`src/rtl/program_loader.sv`:
```
// Assembles a big-endian byte stream into words and writes them to instruction memory.
// Latency: 4th byte -> write_enable next cycle -> start (on HALT_WORD) the cycle after.
// No backpressure: bytes arriving outside RECEIVE/WRITE are dropped, never stalled.
module program_loader #(
  parameter int                LENGTH     = 32,
  parameter int                BYTE_WIDTH = 8,
  parameter int                MEM_DEPTH  = 64,
  parameter logic [LENGTH-1:0] HALT_WORD  = {LENGTH{1'b1}}
) (
  input  logic                  clk,
  input  logic                  reset,
  input  logic                  load_request,
  input  logic [BYTE_WIDTH-1:0] rx_data,
  input  logic                  rx_valid,
  output logic [LENGTH-1:0]     instruction_to_write,
  output logic [LENGTH-1:0]     address_to_write,
  output logic                  write_enable,
  output logic                  start,
  output logic                  loading,
  output logic                  done,
  output logic                  overflow
);

  localparam int BYTES_PER_WORD = LENGTH / BYTE_WIDTH;
  localparam int CNT_W          = (BYTES_PER_WORD > 1) ? $clog2(BYTES_PER_WORD) : 1;
  localparam logic [CNT_W-1:0]  LAST_BYTE = CNT_W'(BYTES_PER_WORD - 1);
  localparam logic [LENGTH-1:0] LAST_ADDR = LENGTH'(MEM_DEPTH - 1);

  typedef enum logic [1:0] {IDLE, RECEIVE, WRITE, DONE} state_t;

  state_t            state;
  logic [CNT_W-1:0]  byte_cnt;
  logic [LENGTH-1:0] word_addr;
  logic [LENGTH-1:0] assembly;
  logic [LENGTH-1:0] next_word;
  logic              capture;

  assign next_word = {assembly[LENGTH-BYTE_WIDTH-1:0], rx_data};
  assign capture   = rx_valid && (state == RECEIVE || state == WRITE);
  assign loading   = (state == RECEIVE) || (state == WRITE);
  assign done      = (state == DONE);

  always_ff @(posedge clk) begin
    if (!reset) begin
      state                <= IDLE;
      byte_cnt             <= '0;
      word_addr            <= '0;
      assembly             <= '0;
      instruction_to_write <= '0;
      address_to_write     <= '0;
      write_enable         <= 1'b0;
      start                <= 1'b0;
      overflow             <= 1'b0;
    end else begin
      write_enable <= 1'b0;
      start        <= 1'b0;
      // A byte landing in the WRITE cycle already belongs to the next word.
      if (capture) begin
        assembly <= next_word;
        byte_cnt <= byte_cnt + CNT_W'(1);
      end
      case (state)
        IDLE: begin
          if (load_request) begin
            state     <= RECEIVE;
            word_addr <= '0;
            byte_cnt  <= '0;
            assembly  <= '0;
            overflow  <= 1'b0;
          end
        end
        RECEIVE: begin
          if (!load_request) begin
            state <= IDLE;
          end else if (rx_valid && byte_cnt == LAST_BYTE) begin
            state                <= WRITE;
            write_enable         <= 1'b1;
            instruction_to_write <= next_word;
            address_to_write     <= word_addr;
          end
        end
        WRITE: begin
          if (!load_request) begin
            state <= IDLE;
          end else if (instruction_to_write == HALT_WORD) begin
            state <= DONE;
            start <= 1'b1;
          end else if (word_addr == LAST_ADDR) begin
            state    <= DONE;
            overflow <= 1'b1;
          end else begin
            word_addr <= word_addr + LENGTH'(1);
            state     <= RECEIVE;
          end
        end
        DONE: begin
          if (!load_request) state <= IDLE;
        end
        default: state <= IDLE;
      endcase
    end
  end

endmodule

```
`config.mk`:
```
export PLATFORM = sky130hd
export DESIGN_NAME = program_loader
export DESIGN_NICKNAME = d
export VERILOG_FILES = /design/src/rtl/program_loader.sv
export SDC_FILE = /design/constraint.sdc
export NUM_CORES = 1
export LEC_CHECK = 0
export BUFFER_PORTS_ARGS = -buffer_cell sky130_fd_sc_hd__buf_2
export CAP_MARGIN = 20
export CORE_UTILIZATION = 55
export DETAILED_ROUTE_END_ITERATION = 16
export PLACE_DENSITY = 0.76
export SYNTH_ARGS = -nofsm -noshare
export SYNTH_HDL_FRONTEND = slang
export SYNTH_SLANG_ARGS = --single-unit
```
`constraint.sdc`:
```
create_clock -name clk -period 6.5 [get_ports clk]
set_input_delay 1.3 -clock clk [delete_from_list [all_inputs] [get_ports clk]]
set_output_delay 1.3 -clock clk [all_outputs]
set_load 0.05 [all_outputs]
```
==> results.toml <==
[yosys]
yosys_warnings = 0
synthArstFlopShare_pct = 0
synthMuxAreaShare_pct = 0
ys.flop_type = "dfxtp_1"
synth_area_mm2 = 0.00551
synthXorXnorAreaFrac_pct = 0.159
synth_top_area_cell = "dfxtp_1"
synth_top_family_by_area = "simple AND/OR/NAND/NOR gates"
synth-compound-area-share_pct = 15.0
ys_types = 53
synthSimpleGateAreaFrac_pct = 32.2
syn_avg_cell_area_um2 = 7.72
synth_edf_count = 0
yosysSeqAreaShare_pct = 46.2
synthAdderAreaFrac_pct = 1.36
synth_cells = 713
ys_seq_elements = 127
synth_nets = 731
synth_area_leaders = "dfxtp_1 (46%), nand2_1 (16%), a21oi_1 (9.4%)"
synth.top_cell.area_share_pct = 46.2

[sta]
setup_viol = 0
skew_ns = 0.0104
rsz0062_at_grt = "no"
period_needed_ns = 3.42
hold_viol = 0
period_share_pct = 52.6
report.final.slew_viol_count = 0
tns_ns = 0
worstMarginPinSlew_ns = 0.960
fmax_mhz = 293
maxSlewHeadroom_pct = 36.0

[clock_network]
ctsResizeCount = 0
cts.hold.buffers_added = 0
clock_latency_ns = 0.53
cts-root-buf = "clkbuf_8"
cts_setup_buffers = 0
cts.clk_slew.worst_paths_ns = 0.06
clock_path_buffers = 2
tritoncts = "yes"
cts_max_level = 4
clock-sinks = 127
cts_buffers = 17

[placement]
portBuffers = 80
dpl_cell_area_mm2 = 0.00588
dp_hpwl_um = 8940
globalplace.congestion = 0.888

[floorplan]
core_mm2 = 0.00973
ios = 81
fp.dieH_um = 102
num_rows = 36
die-area_mm2 = 0.0104
die_w_um = 102
start_util_pct = 56.6

[final_layout]
regArea_mm2 = 0.00254
multiInputGateArea_mm2 = 0.00269
fin_area_mm2 = 0.00653
final_util_pct = 67.1
nets = 781
n_antenna_cell = 0
syn_to_final_growth_pct = 18.6
drive_gt1_share_pct = 16.6
n_fill_cell = 831

[worst_setup_path]
crit_family = "simple AND/OR/NAND/NOR gates"
crit_path_cell_trace = "inv_1 -> ha_1 -> nand2_1 -> or4_1 -> nor3_4 -> or2_1 -> buf_4 -> nor3_2 -> a311o_1"
r2r_cells = 9
end_kind = "flop"
cpMaxStageDelayCell = "ha_1"
critPathArrivalTime_ns = 3.83
crit_start = "state[0]$_SDFFE_PN0P_"
crit_path_start_kind = "flop"
critPathMaxStageDelay_ns = 0.71
cp.depth = 9
crit_type = "flop to flop"
path_max_fanout = 24
required_ns = 6.91
r2r-start = "state[0]$_SDFFE_PN0P_"
cp_num_buf_inv = 2

[global_routing]
grt_use_met1_pct = 33.7
grt_pass1_wl_um = 22800
met3_usage_pct = 6.16
grt_busiest_layer = "met2"
grt_antenna_before_repair = 0
grt_remaining_overflow = 0
track_usage_pct = 28.0
grt_pass1_vias = 4850
grt_max_degree = 54
grt_use_met2_pct = 46.9

[detailed_routing]
drt-total-wl_um = 13800
wire_per_inst_um = 15.2
vias = 5368
drtAntennaViolNets = 0
firstDrtPassIters = 5
via_per_inst = 5.91
drc = 0
first_iter_violations = 296

[hold_path]
holdPathStages = 2
hold_path.class = "flop to flop"
hold_start = "address_to_write[16]$_SDFFE_PN0P_"

[power]
leakage_nw = 2.33
ir_drop_uv = 175
power_density_mw_per_mm2 = 288

[run]
cap_violations = 0

[run_status]
outcome = "finished, final reports clean"
## synth_stat cells, types with 2 or more instances
cell type,number
a2bb2oi_1,6
nor4_1,12
o211ai_1,3
and3_1,6
or4_1,2
and2_1,4
nand3_1,27
nand4b_1,9
nor2b_1,5
nor3_2,2
inv_1,6
nand3b_1,4
nor3_1,6
buf_1,4
o21ai_0,5
a31oi_1,11
or4b_1,2
a21oi_1,103
nand2_1,228
buf_2,4
dfxtp_1,127
a211oi_1,2
buf_6,3
nor4b_1,4
o221ai_1,3
ha_1,6
nor2_1,20
clkbuf_1,42
and4_1,7
nand4_1,24
or4b_2,3
o22ai_1,2
## layout make-up
cell class | count | area share [%]
multi-input cells | 524 | 41.2
clock buffers | 17 | 6.34
clock inverters | 15 | 3.57
inverters | 6 | 0.345
well taps | 133 | 2.55
flip-flops and latches | 127 | 38.9
repair buffers | 87 | 7.05
## final timing paths
check	slack, ns	to
hold / removal	0.45	address_to_write[16]$_SDFFE_PN0P_
hold reg to reg	0.45	address_to_write[16]$_SDFFE_PN0P_
setup reg to reg	3.08	word_addr[1]$_SDFFE_PN0P_
setup / recovery	3.08	word_addr[1]$_SDFFE_PN0P_
## cells in the final DEF (no fill, tap or decap), drive strengths merged, types with 2 or more instances in the layout
master / instances
a211oi: 2
a21oi: 103
a2bb2oi: 6
a31oi: 11
and2: 4
and3: 6
and4: 7
buf: 87
bufinv: 5
clkbuf: 17
clkinv: 2
clkinvlp: 4
dfxtp: 127
ha: 6
inv: 10
nand2: 228
nand3: 27
nand3b: 4
nand4: 24
nand4b: 9
nor2: 20
nor2b: 5
nor3: 9
nor4: 13
nor4b: 4
o211ai: 3
o21ai: 6
o221ai: 3
o22ai: 2
or4: 3
or4b: 5
## flip-flops by register name, indices dropped and copies added (netlist names)
name,cells
address_to_write,32
assembly,24
byte_cnt,2
instruction_to_write,32
overflow,1
start,1
state,2
word_addr,32
write_enable,1
## per-layer routing
layer / share of wire (%) / up-vias
met4: 3.0 / 0
met3: 6.5 / 38
met2: 50 / 215
met5: 0 / -
met1: 40 / 2528
li1: - / 2587
## stage by stage
stage	setup slack [ns]	power, W	hold WS [ns]	std cells
3_5_place_dp	3.10	0.000866	0.443	877
5_1_grt	2.86	0.00194	0.472	909
2_1_floorplan	3.82	0.000853	0.432	713
6_report	3.08	0.00188	0.448	909
3_3_place_gp	3.16	0.000864	0.438	876
4_1_cts	3.17	0.00189	0.451	909
## where the power goes
part | leakage, nW | internal [W] | switching (W)
logic | 1.00 | 0.0000134 | 0.0000544
clock network | 0.302 | 0.000667 | 0.000362
registers | 1.02 | 0.000781 | 0.00000233
total | 2.33 | 0.00146 | 0.000419
## worst register-to-register path: stages (launching register included)
cell     delay (ns)
dfxtp_1        0.33
inv_1          0.10
ha_1           0.71
nand2_1        0.10
or4_1          0.48
nor3_4         0.36
or2_1          0.51
buf_4          0.36
nor3_2         0.09
a311o_1        0.28
## cell families (layout without fill, tap and decap cells)
group | Yosys count | in the layout
flops | 127 | 127
compound gates | 145 | 145
buf+inv | 62 | 125
fa+ha+maj | 6 | 6
xor+xnor | 1 | 1
simple gates | 372 | 372
Note: power is estimated with default switching activity, not from simulation.
